--- src/rtl/adder_share_arbiter.sv ---
// Round-robin sequencer that time-shares one external N-bit adder among NREQ requesters.
// Optional ADDER_SHARE_EXACT_CHECK_EN adds rsp_err: the sampled total is compared against an exact a+b.
module adder_share_arbiter #(
  parameter int N      = 8,
  parameter int NREQ   = 4,
  parameter int SETTLE = 2
) (
  input  logic              clk,
  input  logic              rst_n,
  input  logic [NREQ-1:0]   req_valid,
  output logic [NREQ-1:0]   req_ready,
  input  logic [NREQ*N-1:0] req_a,
  input  logic [NREQ*N-1:0] req_b,
  output logic              rsp_valid,
  input  logic              rsp_ready,
  output logic [2:0]        rsp_id,
  output logic [N:0]        rsp_sum,
  output logic [N-1:0]      add_a,
  output logic [N-1:0]      add_b,
  input  logic [N:0]        add_total
`ifdef ADDER_SHARE_EXACT_CHECK_EN
  ,
  output logic              rsp_err
`endif
);

  // Handshakes: a request transfers on req_valid[i] & req_ready[i]; a response
  // transfers on rsp_valid & rsp_ready, and the response is held stable until then.

  localparam int PW = (NREQ > 1) ? $clog2(NREQ) : 1;
  localparam int CW = 4;

  typedef enum logic [1:0] {
    ST_IDLE   = 2'd0,
    ST_SETTLE = 2'd1,
    ST_RESP   = 2'd2
  } state_t;

  state_t          state_q, state_d;
  logic [PW-1:0]   ptr_q, ptr_d;
  logic [CW-1:0]   cnt_q, cnt_d;
  logic [N-1:0]    a_q, a_d, b_q, b_d;
  logic [2:0]      id_q, id_d;
  logic [N:0]      sum_q, sum_d;
  logic            vld_q, vld_d;
  logic [PW-1:0]   grant_idx;
  logic            grant_found;
  logic [N-1:0]    a_slice [NREQ];
  logic [N-1:0]    b_slice [NREQ];

`ifdef ADDER_SHARE_EXACT_CHECK_EN
  logic            err_q, err_d;
  logic [N:0]      exact_sum;
  assign exact_sum = {1'b0, a_q} + {1'b0, b_q};
  assign rsp_err   = err_q;
`endif

  for (genvar i = 0; i < NREQ; i++) begin : g_slice
    assign a_slice[i] = req_a[i*N +: N];
    assign b_slice[i] = req_b[i*N +: N];
  end

  // First valid requester at or after the pointer, wrapping modulo NREQ.
  always_comb begin
    logic [PW-1:0] idx;
    idx         = '0;
    grant_found = 1'b0;
    grant_idx   = '0;
    for (int k = 0; k < NREQ; k++) begin
      idx = PW'((int'(ptr_q) + k) % NREQ);
      if (!grant_found && req_valid[idx]) begin
        grant_found = 1'b1;
        grant_idx   = idx;
      end
    end
  end

  always_comb begin
    state_d   = state_q;
    ptr_d     = ptr_q;
    cnt_d     = cnt_q;
    a_d       = a_q;
    b_d       = b_q;
    id_d      = id_q;
    sum_d     = sum_q;
    vld_d     = vld_q;
    req_ready = '0;
`ifdef ADDER_SHARE_EXACT_CHECK_EN
    err_d     = err_q;
`endif
    unique case (state_q)
      ST_IDLE: begin
        if (grant_found) begin
          req_ready[grant_idx] = rst_n;
          a_d     = a_slice[grant_idx];
          b_d     = b_slice[grant_idx];
          id_d    = 3'(grant_idx);
          cnt_d   = CW'(SETTLE - 1);
          ptr_d   = (grant_idx == PW'(NREQ - 1)) ? '0 : grant_idx + 1'b1;
          state_d = ST_SETTLE;
        end
      end
      ST_SETTLE: begin
        if (cnt_q == '0) begin
          sum_d   = add_total;
          vld_d   = 1'b1;
`ifdef ADDER_SHARE_EXACT_CHECK_EN
          err_d   = (exact_sum != add_total);
`endif
          state_d = ST_RESP;
        end else begin
          cnt_d = cnt_q - 1'b1;
        end
      end
      ST_RESP: begin
        if (rsp_ready) begin
          vld_d   = 1'b0;
`ifdef ADDER_SHARE_EXACT_CHECK_EN
          err_d   = 1'b0;
`endif
          state_d = ST_IDLE;
        end
      end
      default: state_d = ST_IDLE;
    endcase
  end

  always_ff @(posedge clk or negedge rst_n) begin
    if (!rst_n) begin
      state_q <= ST_IDLE;
      ptr_q   <= '0;
      cnt_q   <= '0;
      a_q     <= '0;
      b_q     <= '0;
      id_q    <= '0;
      sum_q   <= '0;
      vld_q   <= 1'b0;
`ifdef ADDER_SHARE_EXACT_CHECK_EN
      err_q   <= 1'b0;
`endif
    end else begin
      state_q <= state_d;
      ptr_q   <= ptr_d;
      cnt_q   <= cnt_d;
      a_q     <= a_d;
      b_q     <= b_d;
      id_q    <= id_d;
      sum_q   <= sum_d;
      vld_q   <= vld_d;
`ifdef ADDER_SHARE_EXACT_CHECK_EN
      err_q   <= err_d;
`endif
    end
  end

  assign add_a     = a_q;
  assign add_b     = b_q;
  assign rsp_valid = vld_q;
  assign rsp_id    = id_q;
  assign rsp_sum   = sum_q;

endmodule

--- config.mk ---
export PLATFORM = sky130hd
export DESIGN_NAME = adder_share_arbiter
export DESIGN_NICKNAME = d
export VERILOG_FILES = /design/src/rtl/adder_share_arbiter.sv
export SDC_FILE = /design/constraint.sdc
export NUM_CORES = 1
export LEC_CHECK = 0
export CAP_MARGIN = 20
export CORE_MARGIN = 2
export CORE_UTILIZATION = 38
export DETAILED_ROUTE_END_ITERATION = 10
export PLACE_DENSITY = 0.78
export SYNTH_ARGS = -nofsm -noshare
export SYNTH_HDL_FRONTEND = slang
export SYNTH_SLANG_ARGS = --single-unit
--- constraint.sdc ---
create_clock -name clk -period 2.58 [get_ports clk]
set_clock_uncertainty 0.15 [all_clocks]
set_input_delay 0.516 -clock clk [delete_from_list [all_inputs] [get_ports clk]]
set_output_delay 0.516 -clock clk [all_outputs]
set_load 0.05 [all_outputs]
==> flow_summary_export.csv <==
group,metric,value,unit
setup_path,worstSetupStartpoint,"rst_n",
setup_path,required,1.91,ns
global_route,grt_pass1_vias,1928,
sta,slew_violations,0,
sta,relSlewSlack,0.635,
setup_path,ff2ff_setup_slack,0.51,ns
cts,clk_latency,0.28,ns
sta,rsz0062_at_grt,"true",
setup_path,reg2reg_depth,6,
drt,drtIter0Drc,121,
global_route,grt_max_degree,31,
setup_path,critPathMaxFanout,9,
cts,htree_levels,2,
global_route,grt_overflow,0,
finish,nets,381,
global_route,grt_usage,0.204,
logic_synthesis,syn-instance-count,170,
drt,drc,0,
flow_run,drv_cap,0,
logic_synthesis,synth-seq-cells,36,
drt,ant_nets,0,
drt,drt_pass1_iterations,7,
finish,area_growth,75.6,%
sta,period_needed,2.55,ns
logic_synthesis,netlist_area,0.00193,mm^2
logic_synthesis,ys_seq_area_frac,0.466,
setup_path,crit_arrival,1.88,ns
setup_path,cp-endpoint,"req_ready[0]",
power,vdd_drop_max,1010,uV
setup_path,cp-start-kind,"primary input",
die,core-area,0.00482,mm^2
setup_path,reg2reg_to,"rsp_sum[8]$_DFFE_PN0P_",
cts,clkSlewWorstSetupHoldPaths,0.07,ns
sta,setup_tns,0,ns
cts,numCtsBuffers,5,
place,place_ws,-0.276,ns
finish,final_cell_area,0.00339,mm^2
global_route,antenna_found_initial,0,
place,dp_hpwl,4.31,mm
die,die_x,75.3,um
sta,worst_pin_slew,0.545,ns
drt,routed_wl,5.60,mm
finish,final_util,0.704,
setup_path,path_class,"primary input to output port",
drt,routed_via_density,5.05,
cts,cts_sinks,36,
sta,fmax,392,MHz
logic_synthesis,postSynthAreaPerCell,11.4,um^2
setup_path,end_kind,"output port",
cts,cts-root-buf,"clkbuf_8",
sta,worst_slack,0.0300,ns
place,portBuffers,111,
setup_path,slowest_delay,0.52,ns
finish,antennaDiodeCount,0,
setup_path,critical_path_buf_inv_count,3,
die,ios,113,
drt,vias,1850,
cts,clockBufferDepth,2,
finish,drive_gt1_frac,0.187,
setup_path,crit_chain,"dlygate4sd3_1, buf_2, nand2_1, nor3_2, buf_12",
die,die_h,75.3,um
setup_path,path_depth,5,
die,start_util,0.401,
logic_synthesis,yosysUniqueCellTypes,39,
sta,setup_viol,0,
setup_path,cp_slowest_cell,"dlygate4sd3_1",
setup_path,critical_path.top_delay_family,"buffers and inverters",
die,die-area,0.00567,mm^2
place,place_area,0.00325,mm^2
cts,cts_tree,"built",
power,power.density,1180,mW/mm^2
global_route,grt_pass1_wl,8.71,mm
worst_hold_path,min_path_type,"register to register",
setup_path,rr_startpoint,"cnt_q[0]$_DFFE_PN0P_",
finish,fillers,377,
die,core.rowCount,25,
sta,holdWs,0.337,ns
logic_synthesis,synth_nets,253,
power,p_leak,1.43,nW
logic_synthesis,ys_warn_count,0,
place,place.gp.congestion,0.791,
drt,routedWlPerCell,15.3,um
run_status,outcome,"completed",
sta,finalHoldViolations,0,
sta,fin_crit_sh,0.988,
what timing repair did:
| action | in CTS | in global routing |
|---|---|---|
| resized for setup | 9 | 3 |
| endpoints found under the setup margin | 4 | 3 |
| endpoints found under the hold margin | 6 | 0 |
| setup buffers | 1 | 0 |
| hold buffers | 1 | 0 |
| pin swaps | 1 | 2 |
synthesized netlist by cell type, drive strengths merged:
library cell  count  area [um^2]
a21o              2         15.0
nor2b             2         22.5
nor4              1         6.26
nand3b            1         7.51
a222oi           16          160
or3b              1         8.76
ha                3         37.5
o21ai            21          105
and3              2         12.5
mux2             10          113
o31ai             1         7.51
buf              11          101
o22ai             2         12.5
a2bb2oi           1         8.76
nor3b             2         15.0
dfrtp            36          901
a21oi             3         15.0
a21boi            1         7.51
nand2            13         51.3
nand3             1         5.00
conb              1         3.75
a211oi            1         12.5
a211o             1         8.76
a221oi            1         26.3
inv               4         15.0
nand2b            1         6.26
xnor2             1         8.76
o21a              2         15.0
nor3              2         10.0
and4              1         8.76
mux2i            16          160
nor2              9         43.8
logic make-up (layout without fill, tap and decap cells):
kind of cell / Yosys count / in the layout / synth area share
AOI/OAI and AO/OA: 52 / 52 / 0.204
DFF: 36 / 36 / 0.466
and+or+nand+nor: 36 / 36 / 0.102
muxes: 26 / 26 / 0.141
buffers and inverters: 15 / 144 / 0.0602
adders and majority gates: 3 / 3 / 0.0194
other: 1 / 1 / 0.00194
xor gates and xnor gates: 1 / 1 / 0.00453
flip-flops by register name (all words and copies together), names as in the netlist:
register,count
rsp_sum,9
add_a,8
add_b,8
cnt_q,4
ptr_q,2
rsp_id,2
state_q,2
rsp_valid,1
per-layer routing:
| metal | share of wire | vias up | global-route usage |
|---|---|---|---|
| li1 | - | 901 | - |
| met1 | 0.39 | 870 | 0.240 |
| met2 | 0.53 | 72 | 0.352 |
| met3 | 0.068 | 7 | 0.0688 |
| met4 | 0.011 | 0 | 0.0663 |
| met5 | 0 | - | 0 |
report_power, final:
part / leakage (nW) / switching [W] / internal, W
logic: 0.941 / 0.00146 / 0.00106
clock network: 0.0552 / 0.000195 / 0.000287
registers: 0.436 / 0.000169 / 0.000834
worst reg2reg max path, cell delays in order, from the launching register on:
cell     delay (ns)
dfrtp_1        0.37
inv_1          0.10
ha_1           0.14
nor3b_1        0.38
nand2_1        0.16
nor2_4         0.27
mux2_2         0.38
placed cells by master (no fill, tap or decap), drive strengths merged, types with 3 or more instances in the layout:
cell	Yosys	routed
clkdlybuf4s50	0	102
mux2i	16	16
buf	11	25
mux2	10	10
o21ai	21	21
dlygate4sd2	0	3
a21oi	3	3
nor2	9	9
ha	3	3
a222oi	16	16
clkbuf	0	6
inv	4	4
dfrtp	36	36
nand2	13	13
worst min-delay path by stage:
stage / from / end / slack (ns) / cells past startpoint
finish: rsp_id[0]$_DFFE_PN0P_ / rsp_id[0]$_DFFE_PN0P_ / 0.34 / 2
floorplan: rst_n / add_a[0]$_DFFE_PN0P_ / 0.07 / 0
global placement: rst_n / ptr_q[1]$_DFFE_PN0P_ / 0.23 / 1
detailed placement: rst_n / ptr_q[1]$_DFFE_PN0P_ / 0.23 / 1
global route: rsp_id[1]$_DFFE_PN0P_ / rsp_id[1]$_DFFE_PN0P_ / 0.37 / 2
CTS: rsp_id[0]$_DFFE_PN0P_ / rsp_id[0]$_DFFE_PN0P_ / 0.34 / 2
cell type report:
type	instances	area, um^2	area share
clock buffers	6	72.6	0.0214
clock inverters	2	35.0	0.0103
well taps	67	83.8	0.0247
multi-input cells	119	955	0.281
inverters	4	15.0	0.00443
repair buffers	132	1330	0.391
flip-flops and latches	36	903	0.266
metrics by stage:
| step | power (W) | std cells |
|---|---|---|
| after floorplan | 0.00266 | 170 |
| after global placement | 0.00349 | 356 |
| after detailed placement | 0.00352 | 356 |
| after CTS | 0.00404 | 366 |
| after global routing | 0.00425 | 366 |
| final | 0.00401 | 366 |
No activity file was read; power rests on OpenSTA's default activity.
